--- src/rtl/sdrc_bs_convert_gen_if.sv ---
// Request and data signals between the application port, the width converter and the SDRAM core.
// The slave modport is the converter's view; master is the surrounding environment.
interface sdrc_bs_convert_gen_if #(
  parameter int unsigned APP_AW = 30,
  parameter int unsigned APP_DW = 32,
  parameter int unsigned APP_RW = 9,
  parameter int unsigned MAX_RL = 2,
  parameter int unsigned APP_BW = APP_DW / 8
);
  logic                     app_sdr_req;
  logic [APP_AW-1:0]        app_req_addr;
  logic [APP_RW-1:0]        app_req_len;
  logic                     app_req_wr_n;
  logic                     app_req_dma_last;
  logic                     app_req_ack;
  logic                     app_sdr_req_int;
  logic [APP_AW+MAX_RL-1:0] app_req_addr_int;
  logic [APP_RW+MAX_RL-1:0] app_req_len_int;
  logic                     app_req_dma_last_int;
  logic                     app_req_ack_int;
  logic [APP_DW-1:0]        app_wr_data;
  logic [APP_BW-1:0]        app_wr_en_n;
  logic                     app_wr_next;
  logic [APP_DW-1:0]        app_wr_data_int;
  logic [APP_BW-1:0]        app_wr_en_n_int;
  logic                     app_wr_next_int;
  logic [APP_DW-1:0]        app_rd_data_int;
  logic                     app_rd_valid_int;
  logic [APP_DW-1:0]        app_rd_data;
  logic                     app_rd_valid;

  modport slave (
    input  app_sdr_req, app_req_addr, app_req_len, app_req_wr_n, app_req_dma_last,
    input  app_req_ack_int, app_wr_data, app_wr_en_n, app_wr_next_int,
    input  app_rd_data_int, app_rd_valid_int,
    output app_req_ack, app_sdr_req_int, app_req_addr_int, app_req_len_int,
    output app_req_dma_last_int, app_wr_next, app_wr_data_int, app_wr_en_n_int,
    output app_rd_data, app_rd_valid
  );

  modport master (
    output app_sdr_req, app_req_addr, app_req_len, app_req_wr_n, app_req_dma_last,
    output app_req_ack_int, app_wr_data, app_wr_en_n, app_wr_next_int,
    output app_rd_data_int, app_rd_valid_int,
    input  app_req_ack, app_sdr_req_int, app_req_addr_int, app_req_len_int,
    input  app_req_dma_last_int, app_wr_next, app_wr_data_int, app_wr_en_n_int,
    input  app_rd_data, app_rd_valid
  );
endinterface

--- src/rtl/sdrc_bs_convert_gen.sv ---
// Splits application words into 2^r narrow beats for the SDRAM core and reassembles read beats,
// with the ratio r latched per transaction.
module sdrc_bs_convert_gen #(
  parameter int unsigned APP_AW = 30,
  parameter int unsigned APP_DW = 32,
  parameter int unsigned APP_RW = 9,
  parameter int unsigned MAX_RL = 2,
  parameter int unsigned APP_BW = APP_DW / 8
) (
  input  logic                clk,
  input  logic                reset,
  input  logic [1:0]          cfg_ratio,
  output logic                cfg_err,
  output logic                busy,
  sdrc_bs_convert_gen_if.slave bus
);

  localparam int unsigned LW  = APP_RW + MAX_RL;
  localparam int unsigned XAW = APP_AW + MAX_RL;

  typedef enum logic [1:0] {StIdle, StWr, StRd} state_e;

  state_e            state_q, state_d;
  logic [1:0]        ratio_q, ratio_d;
  logic [LW-1:0]     beats_q, beats_d;
  logic [2:0]        lane_q, lane_d;
  logic [APP_DW-1:0] asm_q, asm_d;
  logic [APP_DW-1:0] rd_data_q, rd_data_d;
  logic              rd_valid_q, rd_valid_d;

  logic              idle, accept, wr_fire, top_lane;
  logic [2:0]        lane_max;
  logic [LW-1:0]     len_scaled;
  int unsigned       nw, nb, bit_sh, byte_sh;
  logic [APP_DW-1:0] dw_mask, rd_lane;
  logic [APP_BW-1:0] bw_mask;

  assign cfg_err = (32'(cfg_ratio) > MAX_RL);

  // Lane geometry always follows the latched ratio, which is 0 out of reset (pass-through).
  always_comb begin
    idle     = (state_q == StIdle);
    lane_max = 3'((4'd1 << ratio_q) - 4'd1);
    top_lane = (lane_q == lane_max);
    nw       = APP_DW >> ratio_q;
    nb       = APP_BW >> ratio_q;
    bit_sh   = 32'(lane_q) * nw;
    byte_sh  = 32'(lane_q) * nb;
    dw_mask  = {APP_DW{1'b1}} >> (APP_DW - nw);
    bw_mask  = {APP_BW{1'b1}} >> (APP_BW - nb);
    accept   = idle && bus.app_sdr_req && bus.app_req_ack_int;
    wr_fire  = (state_q == StWr) && bus.app_wr_next_int;
    len_scaled = LW'(bus.app_req_len) << cfg_ratio;
    rd_lane  = bus.app_rd_data_int & dw_mask;
  end

  assign busy                     = !idle;
  assign bus.app_sdr_req_int      = idle && bus.app_sdr_req && !cfg_err;
  assign bus.app_req_ack          = idle && bus.app_req_ack_int;
  assign bus.app_req_addr_int     = XAW'(bus.app_req_addr) << cfg_ratio;
  assign bus.app_req_len_int      = len_scaled;
  assign bus.app_req_dma_last_int = bus.app_req_dma_last;
  assign bus.app_wr_data_int      = (bus.app_wr_data >> bit_sh) & dw_mask;
  assign bus.app_wr_en_n_int      = (bus.app_wr_en_n >> byte_sh) | ~bw_mask;
  assign bus.app_wr_next          = wr_fire && top_lane;
  assign bus.app_rd_data          = rd_data_q;
  assign bus.app_rd_valid         = rd_valid_q;

  always_comb begin
    state_d    = state_q;
    ratio_d    = ratio_q;
    beats_d    = beats_q;
    lane_d     = lane_q;
    asm_d      = asm_q;
    rd_data_d  = rd_data_q;
    rd_valid_d = 1'b0;
    unique case (state_q)
      StIdle: begin
        if (accept) begin
          ratio_d = cfg_ratio;
          beats_d = len_scaled;
          lane_d  = 3'd0;
          if (len_scaled != '0) begin
            state_d = bus.app_req_wr_n ? StRd : StWr;
          end
        end
      end
      StWr: begin
        if (bus.app_wr_next_int) begin
          lane_d  = top_lane ? 3'd0 : lane_q + 3'd1;
          beats_d = beats_q - LW'(1);
          if (beats_q == LW'(1)) state_d = StIdle;
        end
      end
      StRd: begin
        if (bus.app_rd_valid_int) begin
          asm_d   = (asm_q & ~(dw_mask << bit_sh)) | (rd_lane << bit_sh);
          lane_d  = top_lane ? 3'd0 : lane_q + 3'd1;
          beats_d = beats_q - LW'(1);
          if (beats_q == LW'(1)) state_d = StIdle;
          // Completed word includes the beat arriving this cycle.
          if (top_lane) begin
            rd_data_d  = asm_d;
            rd_valid_d = 1'b1;
          end
        end
      end
      default: state_d = StIdle;
    endcase
  end

  always_ff @(posedge clk) begin
    if (reset) begin
      state_q    <= StIdle;
      ratio_q    <= 2'd0;
      beats_q    <= '0;
      lane_q     <= 3'd0;
      asm_q      <= '0;
      rd_data_q  <= '0;
      rd_valid_q <= 1'b0;
    end else begin
      state_q    <= state_d;
      ratio_q    <= ratio_d;
      beats_q    <= beats_d;
      lane_q     <= lane_d;
      asm_q      <= asm_d;
      rd_data_q  <= rd_data_d;
      rd_valid_q <= rd_valid_d;
    end
  end

endmodule

--- src/flat_wrapper.sv ---
// flat-port wrapper written by rule: the top's interface ports become plain ports
module sdrc_bs_convert_gen_flat 
#(
  parameter int unsigned APP_AW = 30,
  parameter int unsigned APP_DW = 32,
  parameter int unsigned APP_RW = 9,
  parameter int unsigned MAX_RL = 2,
  parameter int unsigned APP_BW = APP_DW / 8
)
  (clk, reset, cfg_ratio, cfg_err, busy, bus_app_sdr_req, bus_app_req_addr, bus_app_req_len, bus_app_req_wr_n, bus_app_req_dma_last, bus_app_req_ack_int, bus_app_wr_data, bus_app_wr_en_n, bus_app_wr_next_int, bus_app_rd_data_int, bus_app_rd_valid_int, bus_app_req_ack, bus_app_sdr_req_int, bus_app_req_addr_int, bus_app_req_len_int, bus_app_req_dma_last_int, bus_app_wr_next, bus_app_wr_data_int, bus_app_wr_en_n_int, bus_app_rd_data, bus_app_rd_valid);
  sdrc_bs_convert_gen_if #(.APP_AW(APP_AW), .APP_DW(APP_DW), .APP_RW(APP_RW), .MAX_RL(MAX_RL), .APP_BW(APP_BW)) bus_i ();
  input  logic clk;
  input  logic reset;
  input  logic [1:0] cfg_ratio;
  output logic cfg_err;
  output logic busy;
  input wire logic [$bits(bus_i.app_sdr_req)-1:0] bus_app_sdr_req;
  input wire logic [$bits(bus_i.app_req_addr)-1:0] bus_app_req_addr;
  input wire logic [$bits(bus_i.app_req_len)-1:0] bus_app_req_len;
  input wire logic [$bits(bus_i.app_req_wr_n)-1:0] bus_app_req_wr_n;
  input wire logic [$bits(bus_i.app_req_dma_last)-1:0] bus_app_req_dma_last;
  input wire logic [$bits(bus_i.app_req_ack_int)-1:0] bus_app_req_ack_int;
  input wire logic [$bits(bus_i.app_wr_data)-1:0] bus_app_wr_data;
  input wire logic [$bits(bus_i.app_wr_en_n)-1:0] bus_app_wr_en_n;
  input wire logic [$bits(bus_i.app_wr_next_int)-1:0] bus_app_wr_next_int;
  input wire logic [$bits(bus_i.app_rd_data_int)-1:0] bus_app_rd_data_int;
  input wire logic [$bits(bus_i.app_rd_valid_int)-1:0] bus_app_rd_valid_int;
  output wire logic [$bits(bus_i.app_req_ack)-1:0] bus_app_req_ack;
  output wire logic [$bits(bus_i.app_sdr_req_int)-1:0] bus_app_sdr_req_int;
  output wire logic [$bits(bus_i.app_req_addr_int)-1:0] bus_app_req_addr_int;
  output wire logic [$bits(bus_i.app_req_len_int)-1:0] bus_app_req_len_int;
  output wire logic [$bits(bus_i.app_req_dma_last_int)-1:0] bus_app_req_dma_last_int;
  output wire logic [$bits(bus_i.app_wr_next)-1:0] bus_app_wr_next;
  output wire logic [$bits(bus_i.app_wr_data_int)-1:0] bus_app_wr_data_int;
  output wire logic [$bits(bus_i.app_wr_en_n_int)-1:0] bus_app_wr_en_n_int;
  output wire logic [$bits(bus_i.app_rd_data)-1:0] bus_app_rd_data;
  output wire logic [$bits(bus_i.app_rd_valid)-1:0] bus_app_rd_valid;
  assign bus_i.app_sdr_req = bus_app_sdr_req;
  assign bus_i.app_req_addr = bus_app_req_addr;
  assign bus_i.app_req_len = bus_app_req_len;
  assign bus_i.app_req_wr_n = bus_app_req_wr_n;
  assign bus_i.app_req_dma_last = bus_app_req_dma_last;
  assign bus_i.app_req_ack_int = bus_app_req_ack_int;
  assign bus_i.app_wr_data = bus_app_wr_data;
  assign bus_i.app_wr_en_n = bus_app_wr_en_n;
  assign bus_i.app_wr_next_int = bus_app_wr_next_int;
  assign bus_i.app_rd_data_int = bus_app_rd_data_int;
  assign bus_i.app_rd_valid_int = bus_app_rd_valid_int;
  assign bus_app_req_ack = bus_i.app_req_ack;
  assign bus_app_sdr_req_int = bus_i.app_sdr_req_int;
  assign bus_app_req_addr_int = bus_i.app_req_addr_int;
  assign bus_app_req_len_int = bus_i.app_req_len_int;
  assign bus_app_req_dma_last_int = bus_i.app_req_dma_last_int;
  assign bus_app_wr_next = bus_i.app_wr_next;
  assign bus_app_wr_data_int = bus_i.app_wr_data_int;
  assign bus_app_wr_en_n_int = bus_i.app_wr_en_n_int;
  assign bus_app_rd_data = bus_i.app_rd_data;
  assign bus_app_rd_valid = bus_i.app_rd_valid;
  sdrc_bs_convert_gen #(.APP_AW(APP_AW), .APP_DW(APP_DW), .APP_RW(APP_RW), .MAX_RL(MAX_RL), .APP_BW(APP_BW)) u_core (.clk(clk), .reset(reset), .cfg_ratio(cfg_ratio), .cfg_err(cfg_err), .busy(busy), .bus(bus_i));
endmodule
--- config.mk ---
export PLATFORM = sky130hd
export DESIGN_NAME = sdrc_bs_convert_gen_flat
export DESIGN_NICKNAME = d
export VERILOG_FILES = /design/src/rtl/sdrc_bs_convert_gen_if.sv /design/src/rtl/sdrc_bs_convert_gen.sv /design/src/flat_wrapper.sv
export SDC_FILE = /design/constraint.sdc
export NUM_CORES = 1
export LEC_CHECK = 0
export ABC_AREA = 1
export CORE_ASPECT_RATIO = 0.6
export CORE_MARGIN = 3
export CORE_UTILIZATION = 44
export CTS_BUF_LIST = sky130_fd_sc_hd__clkbuf_8
export DETAILED_ROUTE_END_ITERATION = 8
export MAX_ROUTING_LAYER = met4
export PLACE_DENSITY = 0.8
export SLEW_MARGIN = 0
export SYNTH_ARGS = -nofsm -noshare
export SYNTH_HDL_FRONTEND = slang
export SYNTH_SLANG_ARGS = --single-unit
--- constraint.sdc ---
create_clock -name clk -period 3.72 [get_ports clk]
set_clock_uncertainty 0.2 [all_clocks]
set_input_delay 0.558 -clock clk [delete_from_list [all_inputs] [get_ports clk]]
set_output_delay 0.558 -clock clk [all_outputs]
set_load 0.01 [all_outputs]
==> results.json, run 1 <==
{
  "status": "finished with violations",
  "violations": "setup timing",
  "drt_iter0_markers": 970,
  "ys_ff_latch": 83,
  "worstPathMaxFanout": 6,
  "relSlewSlack_pct": 47.7,
  "grt_start_max_net_pins": 61,
  "final_nets": 1685,
  "synth_compound_area_share_pct": 12.7,
  "netlist_area_mm2": 0.00740,
  "portBuffers": 232,
  "cts_buffer_depth": 2,
  "syn_to_final_growth_pct": 48.3,
  "worstSetupPathType": "reg2out",
  "switching_power_mw": 3.17,
  "track_usage_pct": 30.2,
  "required_ns": 2.96,
  "synthMuxAreaShare_pct": 7.03,
  "worstPathArrival_ns": 3.41,
  "initial_utilization_pct": 45.3,
  "synth_top_family_by_area": "simple AND/OR/NAND/NOR gates",
  "cp-start-kind": "register",
  "numClockSinks": 83,
  "cts-htree-levels": 3,
  "rsz0062_at_grt": "yes",
  "fin_crit_sh_pct": 112,
  "synth_ff_type": "dfxtp_1",
  "die_y_um": 106,
  "layoutNonFillerInstCount": 1783,
  "p_clk_share_pct": 9.5,
  "async_flop_share_pct": 0,
  "synth_fa_ha_area_share_pct": 3.79,
  "hold_ws_ns": 0.271,
  "tns_ns": -12.09,
  "hpwlAfterDp_um": 21500,
  "synth_area_per_cell_um2": 5.81,
  "finalWeightedCongestion": 0.978,
  "pwr_density_cell_mw_per_mm2": 571,
  "detail_route.wirelength_um": 28300,
  "worst_ir_drop_vdd_mv": 0.326,
  "coreArea_mm2": 0.0164,
  "power.leakage_nw": 5.50,
  "numPlacedInstances": 1751,
  "viasPerCell": 5.27,
  "overflow": 0,
  "synth_cell_types": 40,
  "post-route-min-period_ns": 4.17,
  "grt_pass1_wl_um": 44700,
  "timing.final.hold_violations": 0,
  "synth_area_leaders": "dfxtp_1 22%, nand2_1 17%, nand3_1 10%",
  "cts_buffers": 9,
  "yosysWarnings": 0,
  "holdBufCountCts": 0,
  "drive_gt1_share_pct": 17.8,
  "synth.largest_area_cell": "dfxtp_1",
  "postRouteAntennaNets": 0,
  "cts_root_buffer": "clkbuf_8",
  "insertion_delay_ns": 0.36,
  "setup_viol": 36,
  "drv_cap": 0,
  "critPathCaptureType": "primary output",
  "antenna_found_initial": 2,
  "drc": 0,
  "chipWidth_um": 173,
  "synth_nets": 1412,
  "fmax_ghz": 0.240,
  "grt_pass1_vias": 8691,
  "switching_share_pct": 50.6,
  "seq_power_share_pct": 18.8,
  "netlist_instances": 1275,
  "nFillCells": 1503,
  "p_comb_share_pct": 71.7,
  "worst_slack_ns": -0.449,
  "rows": 36,
  "maxSlewViolCount": 0,
  "wire_per_inst_um": 15.9,
  "yosys.area.top_type_share_pct": 22.4,
  "synth_simple_gate_area_share_pct": 40.8,
  "firstDrtPassIters": 5,
  "ios": 235,
  "cts_tree": "built",
  "internal_power_mw": 3.10,
  "clk_pin_slew_ns": 0.09,
  "tightest_slew_ns": 0.783,
  "synth_edf_count": 0,
  "hold_path_class": "reg2reg",
  "fin_util_pct": 67.1,
  "via_count": 9401,
  "pre_cts_ws_ns": -0.529,
  "synth_xor_area_share_pct": 0,
  "synth-seq-area-share_pct": 22.4,
  "die_area_mm2": 0.0185
}
## flip-flops by register name, indices dropped and copies added (netlist names)
register                 count
u_core.asm_q                32
u_core.beats_q              11
u_core.bus.app_rd_data      32
u_core.bus.app_rd_valid      1
u_core.lane_q                3
u_core.ratio_q               2
u_core.state_q               2
## path summary, 6_finish.rpt
| path | start | end | slack (ns) | cells past startpoint |
|---|---|---|---|---|
| worst max-delay path | u_core.ratio_q[1] | bus_app_wr_data_int[11] | -0.45 | 19 |
| worst min-delay path | u_core.beats_q[8] | u_core.beats_q[8] | 0.27 | 2 |
| worst max register to register | u_core.ratio_q[1] | u_core.bus.app_rd_data[30] | 0.16 | 22 |
| worst min register to register | u_core.beats_q[8] | u_core.beats_q[8] | 0.27 | 2 |
## Yosys cell counts, types with 7 or more instances
library cell	count
clkbuf_1	34
o21ai_0	61
o211ai_1	17
mux2i_1	52
dfxtp_1	83
nor2_1	171
inv_1	161
buf_2	23
nor3_1	7
o21ai_1	22
a31oi_1	12
nand3_1	154
nand2_1	339
a21oi_1	41
ha_1	16
nand4_1	16
## what timing repair did
action,CTS,global route
pin swaps,24,11
setup buffers,12,2
resized for setup,221,52
gates cloned,1,0
setup endpoints to repair,54,92
## final cells by class
cell class | instances | area (um^2) | share of cell area [%]
Antenna cell | 2 | 5.00 | 0.0456
Clock buffer | 9 | 124 | 1.13
Clock inverter | 7 | 51.3 | 0.467
Inverter | 169 | 649 | 5.91
Multi-Input combinational cell | 952 | 5200 | 47.4
Sequential cell | 83 | 1670 | 15.2
Tap cell | 228 | 285 | 2.60
Timing Repair Buffer | 333 | 3000 | 27.3
## per-layer routing
layer	vias to the layer above	track usage, %	routed length (um)
li1	4660	-	-
met1	4238	42.3	13200
met2	461	45.4	12300
met3	42	6.28	2470
met4	0	5.61	377
met5	-	-	0
## stage by stage
step	instance area [um^2]	power, mW
floorplan	7480	3.64
global placement	10400	5.34
detailed placement	10400	5.40
CTS	10800	6.05
global route	11000	6.74
finish	11000	6.27
## cells in the final DEF (no fill, tap or decap), drive strengths merged, types with 3 or more instances in the layout
cell type,instances
nand2,346
clkdlybuf4s50,194
nor2,179
inv,172
nand3,155
buf,137
o21ai,84
dfxtp,83
mux2i,52
a21oi,43
o211ai,17
nand4,16
ha,16
a31oi,12
clkbuf,9
nor3,7
a211oi,4
fa,4
o22ai,4
o31ai,3
clkinv,3
## cell families (layout without fill, tap and decap cells)
group	count (synthesis)	after routing
AOI/OAI and AO/OA	169	169
adders and majority gates	20	20
buffers and inverters	240	518
DFF	83	83
muxes	52	52
other	0	2
and+or+nand+nor	711	711
## power groups by stage
stage	registers [mW]	clock network [mW]	logic [mW]
floorplan	1.20	0	2.44
global placement	1.19	0	4.15
detailed placement	1.19	0	4.21
CTS	1.17	0.601	4.28
global route	1.20	0.640	4.90
finish	1.18	0.596	4.50
## critical path, cell delays in order, from the launching register on
cell	delay, ns
dfxtp_4	0.39
nand2_4	0.09
inv_4	0.04
ha_4	0.14
fa_1	0.49
ha_2	0.19
inv_2	0.04
fa_2	0.36
nor2_4	0.13
a21oi_4	0.08
nor2_8	0.13
nand2_4	0.09
inv_4	0.11
buf_6	0.10
buf_6	0.11
nand2_4	0.05
a21oi_2	0.15
nand2_1	0.08
a21oi_2	0.12
buf_2	0.15
(Power assumes the default switching activity.)
==> run 2, diff against run 1 <==
clock period = 3.6 ns   (was 3.72 ns; I/O delays follow)
==> results.json, run 2 (same netlist as run 1, synthesis figures left out) <==
{
  "status": "finished with violations",
  "violations": "setup timing",
  "rows": 36,
  "pre_cts_ws_ns": -0.777,
  "final_cell_mix": "307 x nand2_1, 193 x clkdlybuf4s50_1, 153 x inv_1",
  "grt_start_max_net_pins": 56,
  "wire_per_inst_um": 15.8,
  "worstPathMaxFanout": 5,
  "portBuffers": 232,
  "coreArea_mm2": 0.0164,
  "drv_cap": 0,
  "tns_ns": -20.32,
  "regArea_mm2": 0.00167,
  "post-route-min-period_ns": 4.29,
  "detail_route.wirelength_um": 28400,
  "hpwlAfterDp_um": 21200,
  "syn_to_final_growth_pct": 53.4,
  "holdBufCountCts": 0,
  "cts_root_buffer": "clkbuf_8",
  "nFillCells": 1416,
  "final_nets": 1698,
  "total_power_mw": 6.88,
  "track_usage_pct": 29.3,
  "worstSetupPathType": "reg2out",
  "drc": 0,
  "power.leakage_nw": 5.64,
  "overflow": 0,
  "cp-start-kind": "register",
  "multiInputGateArea_mm2": 0.00536,
  "drive_gt1_share_pct": 19.9,
  "chipWidth_um": 173,
  "numPlacedInstances": 1757,
  "maxSlewViolCount": 0,
  "final_common_cell": "nand2_1",
  "postRouteAntennaNets": 0,
  "pwr_density_cell_mw_per_mm2": 606,
  "insertion_delay_ns": 0.36,
  "timing.final.hold_violations": 0,
  "worst_slack_ns": -0.693,
  "fin_util_pct": 69.5,
  "hold_path_class": "reg2reg",
  "cts_tree": "built",
  "worstPathArrival_ns": 3.55,
  "numClockSinks": 83,
  "layoutNonFillerInstCount": 1796,
  "setup_viol": 50,
  "die_area_mm2": 0.0185,
  "initial_utilization_pct": 45.3,
  "cts_buffer_depth": 2,
  "via_count": 9635,
  "fin_crit_sh_pct": 119,
  "cts-htree-levels": 3,
  "critPathCaptureType": "primary output",
  "grt_pass1_wl_um": 43500,
  "fmax_ghz": 0.233,
  "required_ns": 2.86,
  "finalWeightedCongestion": 0.979,
  "antenna_found_initial": 1,
  "grt_pass1_vias": 8487,
  "cts_buffers": 9,
  "ios": 235,
  "tightest_slew_ns": 0.815,
  "viasPerCell": 5.36,
  "rsz0062_at_grt": "yes",
  "firstDrtPassIters": 6,
  "drt_iter0_markers": 1132,
  "die_y_um": 106,
  "worst_ir_drop_vdd_mv": 0.337,
  "relSlewSlack_pct": 45.6,
  "clk_pin_slew_ns": 0.10
}
==> run 2: cell types whose count changed in the layout (fill, tap and decap cells not counted), moves of 4 or more <==
cell	previous run	this run
buf_12	2	6
buf_4	85	94
nand2_1	315	307
nand3_1	144	136
nand3_2	11	17
==> run 2: layout make-up <==
class,instances,share of cell area (%)
repair buffers,346,27.9
clock inverters,7,0.694
inverters,169,5.87
multi-input cells,952,47.2
clock buffers,9,1.09
flip-flops and latches,83,14.7
well taps,228,2.51
diodes,2,0.0441
==> run 2: repair_timing <==
item,in CTS,in global routing
hold endpoints to repair,0,0
pin swaps,10,55
gates resized for setup,162,142
gates cloned,0,3
setup endpoints to repair,92,95
setup buffers,5,13
==> run 2: critical path, cell delays in order (launching register included) <==
cell and delay (ns):
dfxtp_4 0.40, buf_12 0.14, nand2_4 0.06, nor2_4 0.05, fa_1 0.53, ha_2 0.18, inv_2 0.04, fa_2 0.41
nor2_4 0.15, a21oi_4 0.08, nor2_8 0.18, nand2_8 0.12, nor2_4 0.16, buf_4 0.14, inv_2 0.03, o21ai_1 0.10
nand2_1 0.09, a21oi_2 0.15, buf_2 0.16
==> run 2: worst paths after layout <==
kind | startpoint | slack (ns) | cells past startpoint | to
worst min-delay path | u_core.beats_q[7] | 0.27 | 2 | u_core.beats_q[7]
worst max-delay path | u_core.ratio_q[1] | -0.69 | 18 | bus_app_wr_data_int[15]
worst min register to register | u_core.beats_q[7] | 0.27 | 2 | u_core.beats_q[7]
worst max register to register | u_core.ratio_q[1] | -0.10 | 22 | u_core.bus.app_rd_data[27]
==> run 2: routing by layer <==
metal | global-route usage (%) | share of wire, % | up-vias
li1 | - | - | 4693
met1 | 41.6 | 45 | 4380
met2 | 44.1 | 44 | 525
met3 | 5.35 | 9.6 | 37
met4 | 4.97 | 1.0 | 0
met5 | - | 0 | -
==> run 2: report_power, final <==
| group | leakage (nW) | total (mW) | internal (mW) | switching, mW |
|---|---|---|---|---|
| logic | 4.86 | 4.97 | 2.03 | 2.94 |
| registers | 0.676 | 1.23 | 1.10 | 0.121 |
| clock network | 0.104 | 0.681 | 0.279 | 0.402 |
==> run 2: stage by stage <==
step                      cell area (um^2)  hold WS [ns]
after global placement               10500         0.253
after detailed placement             10500         0.260
after global routing                 11400         0.308
final                                11400         0.273
after CTS                            10800         0.275
after floorplan                       7530         0.243
